[config.mk]
export PLATFORM = sky130hd
export DESIGN_NAME = load_store_unit_flat
export DESIGN_NICKNAME = d
export VERILOG_FILES = /design/src/rtl/load_store_unit_if.sv /design/src/rtl/load_store_unit.sv /design/src/flat_wrapper.sv
export SDC_FILE = /design/constraint.sdc
export NUM_CORES = 1
export LEC_CHECK = 0
export CORE_ASPECT_RATIO = 2
export CORE_MARGIN = 1
export CORE_UTILIZATION = 40
export DETAILED_ROUTE_END_ITERATION = 10
export PLACE_DENSITY = 0.81
export SLEW_MARGIN = 10
export SYNTH_ARGS = -nofsm -noshare
export SYNTH_HDL_FRONTEND = slang
export SYNTH_SLANG_ARGS = --single-unit
[constraint.sdc]
create_clock -name clk -period 4.2 [get_ports clk]
set_clock_uncertainty 0.05 [all_clocks]
set_input_delay 0.84 -clock clk [delete_from_list [all_inputs] [get_ports clk]]
set_output_delay 0.84 -clock clk [all_outputs]
set_load 0.01 [all_outputs]
[src/rtl/load_store_unit_if.sv]
// Word-wide data-memory bus between the load/store unit (master) and data memory (slave).
interface load_store_unit_if #(
    parameter int ADDR_WIDTH = 32
) ();
    logic                  mem_req;
    logic                  mem_we;
    logic [ADDR_WIDTH-1:0] mem_addr;
    logic [31:0]           mem_wdata;
    logic [3:0]            mem_wstrb;
    logic [31:0]           mem_rdata;
    logic                  mem_ready;

    modport master (output mem_req, mem_we, mem_addr, mem_wdata, mem_wstrb,
                    input  mem_rdata, mem_ready);
    modport slave  (input  mem_req, mem_we, mem_addr, mem_wdata, mem_wstrb,
                    output mem_rdata, mem_ready);
endinterface

[src/rtl/load_store_unit.sv]
// RV32I memory-access stage: byte/half/word loads and stores over a req/ready bus.
// Optional access timeout abort is enabled by defining LSU_TIMEOUT_EN.
module load_store_unit #(
    parameter int ADDR_WIDTH     = 32,
    parameter int TIMEOUT_CYCLES = 16
) (
    input  logic                  clk,
    input  logic                  reset,
    input  logic                  ex_valid,
    input  logic                  ex_is_load,
    input  logic                  ex_is_store,
    input  logic [2:0]            ex_funct3,
    input  logic [ADDR_WIDTH-1:0] ex_addr,
    input  logic [31:0]           ex_store_data,
    input  logic [4:0]            ex_rd,
    output logic                  lsu_busy,
    load_store_unit_if.master     mem,
    output logic                  wb_valid,
    output logic [4:0]            wb_rd,
    output logic [31:0]           wb_data,
    output logic                  lsu_fault
);
    typedef enum logic [1:0] {IDLE = 2'd0, ACCESS = 2'd1, RESP = 2'd2} state_t;

    state_t      state_r, state_n_s;
    logic        reject_s, illegal_s, start_s, fault_s, done_s, abort_s;
    logic [2:0]  funct3_r;
    logic [1:0]  off_r;
    logic [4:0]  rd_r;
    logic        is_load_r;

    // Returns {wdata, wstrb}: narrow data replicated across lanes, strobe shifted to the offset.
    function automatic logic [35:0] encode_store(input logic [2:0] f3, input logic [1:0] off,
                                                 input logic [31:0] d);
        logic [35:0] r;
        case (f3[1:0])
            2'b00:   r = {{4{d[7:0]}}, 4'b0001 << off};
            2'b01:   r = {{2{d[15:0]}}, 4'b0011 << off};
            default: r = {d, 4'b1111};
        endcase
        return r;
    endfunction

    function automatic logic [31:0] format_load(input logic [2:0] f3, input logic [1:0] off,
                                                input logic [31:0] word);
        logic [7:0]  b;
        logic [15:0] h;
        logic [31:0] r;
        b = word[{off, 3'b000} +: 8];
        h = off[1] ? word[31:16] : word[15:0];
        case (f3)
            3'b000:  r = {{24{b[7]}}, b};
            3'b001:  r = {{16{h[15]}}, h};
            3'b100:  r = {24'd0, b};
            3'b101:  r = {16'd0, h};
            default: r = word;
        endcase
        return r;
    endfunction

    // Request legality: unknown funct3, unsigned stores, misalignment, or load+store together.
    always_comb begin
        illegal_s = 1'b0;
        case (ex_funct3)
            3'b000:  illegal_s = 1'b0;
            3'b001:  illegal_s = ex_addr[0];
            3'b010:  illegal_s = (ex_addr[1:0] != 2'b00);
            3'b100:  illegal_s = ex_is_store;
            3'b101:  illegal_s = ex_is_store | ex_addr[0];
            default: illegal_s = 1'b1;
        endcase
        if (ex_is_load && ex_is_store) begin
            reject_s = 1'b1;
        end else begin
            reject_s = illegal_s;
        end
    end

`ifdef LSU_TIMEOUT_EN
    localparam int CNT_W = $clog2(TIMEOUT_CYCLES + 1);
    logic [CNT_W-1:0] tmo_cnt_r;
    logic             tmo_hit_s;
    assign tmo_hit_s = (tmo_cnt_r == CNT_W'(TIMEOUT_CYCLES - 1));

    // Counts ACCESS cycles spent waiting for mem_ready; restarts on every new access.
    always_ff @(posedge clk or posedge reset) begin
        if (reset) begin
            tmo_cnt_r <= '0;
        end else if (start_s) begin
            tmo_cnt_r <= '0;
        end else if (state_r == ACCESS && !mem.mem_ready) begin
            tmo_cnt_r <= tmo_cnt_r + CNT_W'(1);
        end
    end
`endif

    // Next-state and one-cycle event decode.
    always_comb begin
        state_n_s = state_r;
        start_s   = 1'b0;
        fault_s   = 1'b0;
        done_s    = 1'b0;
        abort_s   = 1'b0;
        case (state_r)
            IDLE: begin
                if (ex_valid && (ex_is_load || ex_is_store)) begin
                    if (reject_s) begin
                        fault_s = 1'b1;
                    end else begin
                        start_s   = 1'b1;
                        state_n_s = ACCESS;
                    end
                end else begin
                    state_n_s = IDLE;
                end
            end
            ACCESS: begin
                if (mem.mem_ready) begin
                    done_s    = 1'b1;
                    state_n_s = is_load_r ? RESP : IDLE;
                end else begin
`ifdef LSU_TIMEOUT_EN
                    if (tmo_hit_s) begin
                        abort_s   = 1'b1;
                        state_n_s = IDLE;
                    end else begin
                        state_n_s = ACCESS;
                    end
`else
                    state_n_s = ACCESS;
`endif
                end
            end
            RESP:    state_n_s = IDLE;
            default: state_n_s = IDLE;
        endcase
    end

    // State register.
    always_ff @(posedge clk or posedge reset) begin
        if (reset) begin
            state_r <= IDLE;
        end else begin
            state_r <= state_n_s;
        end
    end

    // Bus, writeback and status outputs, all registered.
    always_ff @(posedge clk or posedge reset) begin
        if (reset) begin
            lsu_busy      <= 1'b0;
            lsu_fault     <= 1'b0;
            wb_valid      <= 1'b0;
            wb_rd         <= 5'd0;
            wb_data       <= 32'd0;
            mem.mem_req   <= 1'b0;
            mem.mem_we    <= 1'b0;
            mem.mem_addr  <= '0;
            mem.mem_wdata <= 32'd0;
            mem.mem_wstrb <= 4'd0;
            funct3_r      <= 3'd0;
            off_r         <= 2'd0;
            rd_r          <= 5'd0;
            is_load_r     <= 1'b0;
        end else begin
            lsu_busy  <= (state_n_s != IDLE);
            lsu_fault <= fault_s | abort_s;
            wb_valid  <= done_s & is_load_r;
            if (start_s) begin
                mem.mem_req  <= 1'b1;
                mem.mem_we   <= ex_is_store;
                mem.mem_addr <= {ex_addr[ADDR_WIDTH-1:2], 2'b00};
                {mem.mem_wdata, mem.mem_wstrb} <= ex_is_store ?
                    encode_store(ex_funct3, ex_addr[1:0], ex_store_data) : 36'd0;
                funct3_r     <= ex_funct3;
                off_r        <= ex_addr[1:0];
                rd_r         <= ex_rd;
                is_load_r    <= ex_is_load;
            end else if (done_s || abort_s) begin
                mem.mem_req <= 1'b0;
            end
            if (done_s && is_load_r) begin
                wb_rd   <= rd_r;
                wb_data <= format_load(funct3_r, off_r, mem.mem_rdata);
            end
        end
    end
endmodule

[src/flat_wrapper.sv]
// flat-port wrapper written by rule: the top's interface ports become plain ports
module load_store_unit_flat 
#(
    parameter int ADDR_WIDTH     = 32,
    parameter int TIMEOUT_CYCLES = 16
)
  (clk, reset, ex_valid, ex_is_load, ex_is_store, ex_funct3, ex_addr, ex_store_data, ex_rd, lsu_busy, wb_valid, wb_rd, wb_data, lsu_fault, mem_mem_req, mem_mem_we, mem_mem_addr, mem_mem_wdata, mem_mem_wstrb, mem_mem_rdata, mem_mem_ready);
  load_store_unit_if #(.ADDR_WIDTH(ADDR_WIDTH)) mem_i ();
  input  logic clk;
  input  logic reset;
  input  logic ex_valid;
  input  logic ex_is_load;
  input  logic ex_is_store;
  input  logic [2:0] ex_funct3;
  input  logic [ADDR_WIDTH-1:0] ex_addr;
  input  logic [31:0] ex_store_data;
  input  logic [4:0] ex_rd;
  output logic lsu_busy;
  output logic wb_valid;
  output logic [4:0] wb_rd;
  output logic [31:0] wb_data;
  output logic lsu_fault;
  output wire logic [$bits(mem_i.mem_req)-1:0] mem_mem_req;
  output wire logic [$bits(mem_i.mem_we)-1:0] mem_mem_we;
  output wire logic [$bits(mem_i.mem_addr)-1:0] mem_mem_addr;
  output wire logic [$bits(mem_i.mem_wdata)-1:0] mem_mem_wdata;
  output wire logic [$bits(mem_i.mem_wstrb)-1:0] mem_mem_wstrb;
  input wire logic [$bits(mem_i.mem_rdata)-1:0] mem_mem_rdata;
  input wire logic [$bits(mem_i.mem_ready)-1:0] mem_mem_ready;
  assign mem_mem_req = mem_i.mem_req;
  assign mem_mem_we = mem_i.mem_we;
  assign mem_mem_addr = mem_i.mem_addr;
  assign mem_mem_wdata = mem_i.mem_wdata;
  assign mem_mem_wstrb = mem_i.mem_wstrb;
  assign mem_i.mem_rdata = mem_mem_rdata;
  assign mem_i.mem_ready = mem_mem_ready;
  load_store_unit #(.ADDR_WIDTH(ADDR_WIDTH), .TIMEOUT_CYCLES(TIMEOUT_CYCLES)) u_core (.clk(clk), .reset(reset), .ex_valid(ex_valid), .ex_is_load(ex_is_load), .ex_is_store(ex_is_store), .ex_funct3(ex_funct3), .ex_addr(ex_addr), .ex_store_data(ex_store_data), .ex_rd(ex_rd), .lsu_busy(lsu_busy), .mem(mem_i), .wb_valid(wb_valid), .wb_rd(wb_rd), .wb_data(wb_data), .lsu_fault(lsu_fault));
endmodule
==> results of run 1 <==
==> cells in the final DEF, fill, tap and decap left out, drive strengths merged, types with 3 or more instances in the layout <==
cell | netlist | routed
clkdlybuf4s50 | 0 | 217
dfrtp | 121 | 121
nand2 | 66 | 66
mux2i | 42 | 42
mux2 | 41 | 41
a21oi | 34 | 34
nor2 | 34 | 34
o2bb2ai | 28 | 28
clkbuf | 15 | 20
inv | 15 | 15
o21ai | 11 | 11
nand2b | 9 | 9
or3 | 8 | 8
buf | 21 | 8
a311oi | 7 | 7
o31ai | 7 | 7
a22oi | 7 | 7
clkinv | 0 | 4
nor2b | 3 | 3
clkinvlp | 0 | 3
nand3 | 3 | 3
==> state kept, by name, summed over array words and instances (netlist names) <==
name                  flops
u_core.mem.mem_wstrb      4
u_core.wb_rd              5
u_core.mem.mem_addr      30
u_core.wb_data           32
u_core.lsu_fault          1
u_core.mem.mem_we         1
u_core.mem.mem_wdata     32
u_core.funct3_r           3
u_core.lsu_busy           1
u_core.rd_r               5
u_core.off_r              2
u_core.is_load_r          1
u_core.wb_valid           1
u_core.state_r            2
u_core.mem.mem_req        1
==> synthesized netlist by cell type, types with 2 or more instances <==
cell       number
dfrtp_1       121
nand2_1        66
mux2i_1        42
mux2_4         36
a21oi_1        34
nor2_1         33
o2bb2ai_1      28
clkbuf_1       15
inv_1          15
o21ai_0        11
nand2b_1        9
buf_2           8
buf_4           8
or3_1           8
a22oi_1         7
a311oi_1        7
o31ai_1         7
mux2_2          5
buf_6           4
nor2b_1         3
a22o_1          2
nand3_1         2
or2_2           2
==> how the worst max path moves through the flow <==
| stage | startpoint | to | slack [ns] | cells past startpoint |
|---|---|---|---|---|
| after global routing | ex_is_store | u_core.mem.mem_addr[2] | 1.13 | 6 |
| after floorplan | reset | u_core.funct3_r[0] | 0.1 | 1 |
| final | ex_is_store | u_core.mem.mem_addr[2] | 1.26 | 6 |
| after detailed placement | ex_is_store | u_core.mem.mem_addr[2] | 0.86 | 6 |
| after CTS | ex_is_store | u_core.mem.mem_addr[2] | 1.29 | 6 |
| after global placement | ex_is_store | u_core.mem.mem_addr[26] | 0.97 | 6 |
==> logic make-up after synthesis <==
| kind of cell | synth area share (%) |
|---|---|
| flops | 53.7 |
| compound gates | 13.1 |
| mux | 18.0 |
| simple gates | 10.4 |
| other cells | 0.0665 |
| buf+inv | 4.64 |
==> per-layer routing <==
layer	up-vias	GRT usage, %	wire length (um)	part of all wire, %
met1	2289	25.0	5980	35
met2	222	43.1	9350	55
li1	2140	-	-	-
met4	0	12.2	719	4.2
met3	39	5.09	896	5.3
met5	-	0	0	0
==> metrics by stage <==
| stage | power, mW | hold slack [ns] | std cells | worst slack [ns] | utilization, % |
|---|---|---|---|---|---|
| 3_5_place_dp | 3.79 | 0.410 | 869 | 0.863 | 57.4 |
| 2_1_floorplan | 2.69 | 0.389 | 491 | 0.0958 | - |
| 5_1_grt | 5.40 | 0.445 | 898 | 1.13 | 61.4 |
| 3_3_place_gp | 3.73 | 0.406 | 869 | 0.968 | 57.4 |
| 6_report | 5.14 | 0.421 | 898 | 1.26 | 61.4 |
| 4_1_cts | 5.19 | 0.422 | 898 | 1.29 | 61.4 |
==> area by class of cell <==
class                   instances  area, um2  area share [%]
multi-input cells             319       2350            27.7
clock inverters                 9        103            1.21
clock buffers                  20        447            5.27
flip-flops and latches        121       3030            35.7
repair buffers                225       2260            26.6
inverters                      15       58.8           0.693
well taps                     189        236            2.79
==> power by group <==
| group | switching (mW) | internal, mW | leakage (nW) |
|---|---|---|---|
| logic | 0.771 | 1.12 | 2.05 |
| registers | 0.304 | 1.57 | 1.49 |
| clock network | 0.501 | 0.873 | 0.263 |
==> critical path, cell delays in order <==
cell             delay (ns)
clkdlybuf4s50_1        0.73
nor2_1                 0.15
nor4b_4                0.35
nand3_4                0.38
buf_4                  0.38
mux2_4                 0.33
==> out/results.txt, run 1 <==
GRT Overall Usage = 23.6%
status = finished, final reports clean
TritonCTS buffer count = 17
CP arrival = 3.17 ns
worst vdd ir = 0.323 mV
Final min period = 2.94 ns
critical path launch point type = input pin
initial antenna violation count = 0
Synth area leader = dfrtp_1
Pins Over Slew Limit = 0
GP Congestion = 0.897
H-tree depth = 4
most used flip-flop cell after synthesis = dfrtp_1
WHS Endpoint = u_core.wb_rd[0]
final count of hold timing violations = 0
Worst R2R Setup Slack = 1.73 ns
Distinct cells, synth = 40
DR pass1 iterations = 5
Die Y = 170 um
CP max FO = 25
grt ovf = 0
drc violations = 0
port buffer count = 217
cts hold-fix bufs = 0
setup bufs post-CTS = 0
sequential-to-total area share from yosys stat = 53.7%
post-synthesis average cell area = 11.5 um2
diode count = 0
reg2reg start = u_core.funct3_r[0]
CP Capture Type = register
Fmax achieved = 340 MHz
worst hold-check path type = reg2reg
antenna violation net count after detailed routing = 0
WP data required = 4.43 ns
Synth async-reset ratio = 100%
clk_lat worst skew = 0.40 ns
setup TNS = 0 ns
Post-Syn Instances = 490
first-pass GRT wire length = 26.1 mm
largest net degree at the start of global routing = 79
Design Area, Final = 0.00848 mm2
Seq cells post-synth = 121
Lkg Pwr = 3.81 nW
Netlist Area Pre-Place = 0.00564 mm2
Power Dens Cells = 606 mW/mm2
worst hold stages = 2
clock buffer depth = 2
DR vias/cell = 5.22
RSZ-0062 raised after global routing = no
EDFF count, synth = 0
Max Cap Viol = 0
Ports = 220
Die Span X = 86.0 um
Layout fillers = 1,129
YS warnings = 0
DR WL/cell = 18.9 um
CTS Sinks = 121
Worst Tran Pin Value = 1.26 ns
NumNets Final = 809
DRT iter0 DRCs = 203
Reg2Reg Depth = 4
Total Wirelength = 16.9 mm
FF-to-FF End = u_core.wb_data[6]
P&R area growth vs syn = 50.4%
Die Area = 0.0146 mm2
row cnt = 61
hpwl dp = 12.4 mm
Synth top area share = 53.7%
share of layout cells above drive strength 1 = 12.0%
Starting Density = 40.8%
core area = 0.0138 mm2
clock root buffer = clkbuf_16
Hold Crit Start = u_core.rd_r[0]
post-route clock period utilization = 70.0%
synth top area cells = dfrtp_1 54%, mux2_4 9.6%, mux2i_1 7.5%
via count = 4,690
Cell Area, Placed = 0.00793 mm2
CTS resizes = 0
WS Path Type = in2reg
clk slew on worst S/H paths = 0.05 ns
final setup vio count = 0
vias in the first global route = 4,964
Max-slew headroom = 16.1%
CTS tree = built
Note: power is estimated with default switching activity, not from simulation.
==> run 2: changes to the inputs <==
--- a/config.mk
+++ b/config.mk
@@ -9,7 +9,7 @@
 export CORE_MARGIN = 1
 export CORE_UTILIZATION = 40
 export DETAILED_ROUTE_END_ITERATION = 10
-export PLACE_DENSITY = 0.81
+export PLACE_DENSITY = 0.78
 export SLEW_MARGIN = 10
 export SYNTH_ARGS = -nofsm -noshare
 export SYNTH_HDL_FRONTEND = slang
==> constraint.sdc (replaced) <==
create_clock -name clk -period 2.9 [get_ports clk]
set_clock_uncertainty 0.05 [all_clocks]
set_input_delay 0.58 -clock clk [delete_from_list [all_inputs] [get_ports clk]]
set_output_delay 0.58 -clock clk [all_outputs]
set_load 0.01 [all_outputs]
==> out/results.txt, run 2 (same netlist as run 1, synthesis figures left out) <==
Worst Setup Slack, final = 0.594 ns (-0.667 ns)
largest net degree at the start of global routing = 54 (-32%)
initial antenna violation count = 0 (unchanged)
worst hold-check path type = reg2reg
Pins Over Slew Limit = 0 (unchanged)
CTS resizes = 0 (unchanged)
antenna violation net count after detailed routing = 0 (unchanged)
CTS tree = built
Die Y = 170 um (unchanged)
CP max FO = 30 (+20%)
clock buffer depth = 2 (unchanged)
Worst Tran Pin Value = 0.683 ns (-0.573 ns)
setup bufs post-CTS = 0 (unchanged)
TritonCTS buffer count = 17 (unchanged)
first-pass GRT wire length = 26.8 mm (+2.7%)
clk_lat worst skew = 0.40 ns (about the same)
final count of hold timing violations = 0 (unchanged)
GRT Overall Usage = 24.2% (+0.54 points)
port buffer count = 217 (unchanged)
DR pass1 iterations = 4 (-1)
DRT iter0 DRCs = 233 (+15%)
clk slew on worst S/H paths = 0.05 ns (about the same)
hpwl dp = 12.9 mm (+3.7%)
Total Wirelength = 17.2 mm (+1.7%)
CP Capture Type = register
Cell Area, Placed = 0.00803 mm2 (+1.3%)
row cnt = 61 (unchanged)
Slowest Stage Delay on Critical Path = 0.64 ns (-0.09 ns)
Starting Density = 40.8% (unchanged)
biggest regs = u_core.mem.mem_wdata (32), u_core.wb_data (32), u_core.mem.mem_addr (30)
Max-slew headroom = 54.4% (+38 points)
diode count = 0 (unchanged)
Final min period = 2.31 ns
CTS Sinks = 121 (unchanged)
Die Span X = 86.0 um (unchanged)
share of layout cells above drive strength 1 = 13.5% (+1.5 points)
Layout fillers = 1,083 (-4.1%)
Design Area, Final = 0.00869 mm2 (+2.5%)
Fmax achieved = 434 MHz
Die Area = 0.0146 mm2 (unchanged)
critical path launch point type = input pin
fin util = 62.9% (+1.5 points)
DR WL/cell = 19.0 um (+0.51%)
Critical Path, Cell by Cell = clkdlybuf4s50_1, nor3b_1, o21ai_0, nand3_4, buf_12, buf_4, o2bb2ai_1
Lkg Pwr = 3.92 nW (+2.9%)
GP Congestion = 0.890 (-0.82%)
P&R area growth vs syn = 54.2%
WP data required = 3.12 ns (-1.31 ns)
Power Total = 7.84 mW (+53%)
grt ovf = 0 (unchanged)
CP arrival = 2.53 ns (-0.64 ns)
DR vias/cell = 5.26 (+0.69%)
cts hold-fix bufs = 0 (unchanged)
worst vdd ir = 0.561 mV (+74%)
critical path's top delay family = buffers and inverters
NumNets Final = 819 (+1.2%)
status = finished, final reports clean
Max Cap Viol = 0 (unchanged)
via count = 4,780 (+1.9%)
setup TNS = 0 ns (unchanged)
core area = 0.0138 mm2 (unchanged)
commonest non-fill, non-tap cell in the layout = clkdlybuf4s50_1
slowest CP cell = clkdlybuf4s50_1
post-route clock period utilization = 79.5%
drc violations = 0 (unchanged)
clock root buffer = clkbuf_16
vias in the first global route = 4,969 (+0.10%)
Ports = 220 (unchanged)
final setup vio count = 0 (unchanged)
Power Dens Cells = 902 mW/mm2 (+49%)
CP bufs+invs = 3 (+1)
H-tree depth = 4 (unchanged)
DP Worst Slack = 0.182 ns (-0.681 ns)
RSZ-0062 raised after global routing = no
WS Path Type = in2reg
most frequent cells in the layout = 217 x clkdlybuf4s50_1, 121 x dfrtp_1, 66 x nand2_1
==> run 2: cell count changes in the layout (fill, tap and decap cells not counted) <==
cell and change:
clkbuf_8 +4, clkinvlp_4 -1, buf_4 +8, clkinv_2 -3, inv_4 -1, buf_12 +2, bufinv_16 +3, clkbuf_1 -1
==> run 2: area by class of cell <==
type / instances / area (um2) / area share (%)
Clock buffer: 23 / 498 / 5.73
Clock inverter: 7 / 163 / 1.87
Inverter: 15 / 60.1 / 0.691
Multi-Input combinational cell: 319 / 2350 / 27.1
Sequential cell: 121 / 3030 / 34.8
Tap cell: 189 / 236 / 2.72
Timing Repair Buffer: 235 / 2360 / 27.1
==> run 2: where the power goes <==
group / leakage [nW] / switching (mW) / internal [mW] / total, mW
Clock: 0.321 / 0.721 / 1.63 / 2.35
Sequential: 1.49 / 0.421 / 2.28 / 2.70
Combinational: 2.11 / 1.15 / 1.64 / 2.79
Total: 3.92 / 2.29 / 5.55 / 7.84
==> run 2: per-stage QoR <==
step | hold slack (ns) | instances
final | 0.421 | 909
after global routing | 0.443 | 909
after CTS | 0.427 | 909
after detailed placement | 0.415 | 879
after global placement | 0.407 | 879
after floorplan | 0.389 | 491
==> run 2: path summary, 6_finish.rpt <==
| path | start | end | slack [ns] | cells past startpoint |
|---|---|---|---|---|
| worst max-delay path | ex_funct3[0] | u_core.mem.mem_wdata[24] | 0.59 | 7 |
| worst min-delay path | u_core.wb_data[4] | u_core.wb_data[4] | 0.42 | 2 |
| worst max register to register | u_core.off_r[1] | u_core.wb_data[0] | 0.75 | 4 |
| worst min register to register | u_core.wb_data[4] | u_core.wb_data[4] | 0.42 | 2 |
| max in group asynchronous | reset | u_core.mem.mem_wdata[17] | 1.61 | 3 |
| min in group asynchronous | reset | u_core.mem.mem_addr[29] | 0.53 | 2 |
==> run 2: metal layers <==
layer  part of all wire (%)  up-vias  track usage [%]
li1                       -     2161                -
met5                      0        -                0
met3                    4.4       41             5.09
met2                     55      193             43.6
met4                    4.6        0             13.2
met1                     36     2385             25.8
==> run 2: tightest hold or removal path, cell delays in order, from the launching register on <==
cell     delay, ns
dfrtp_1       0.34
nand2_1       0.05
o31ai_1       0.05
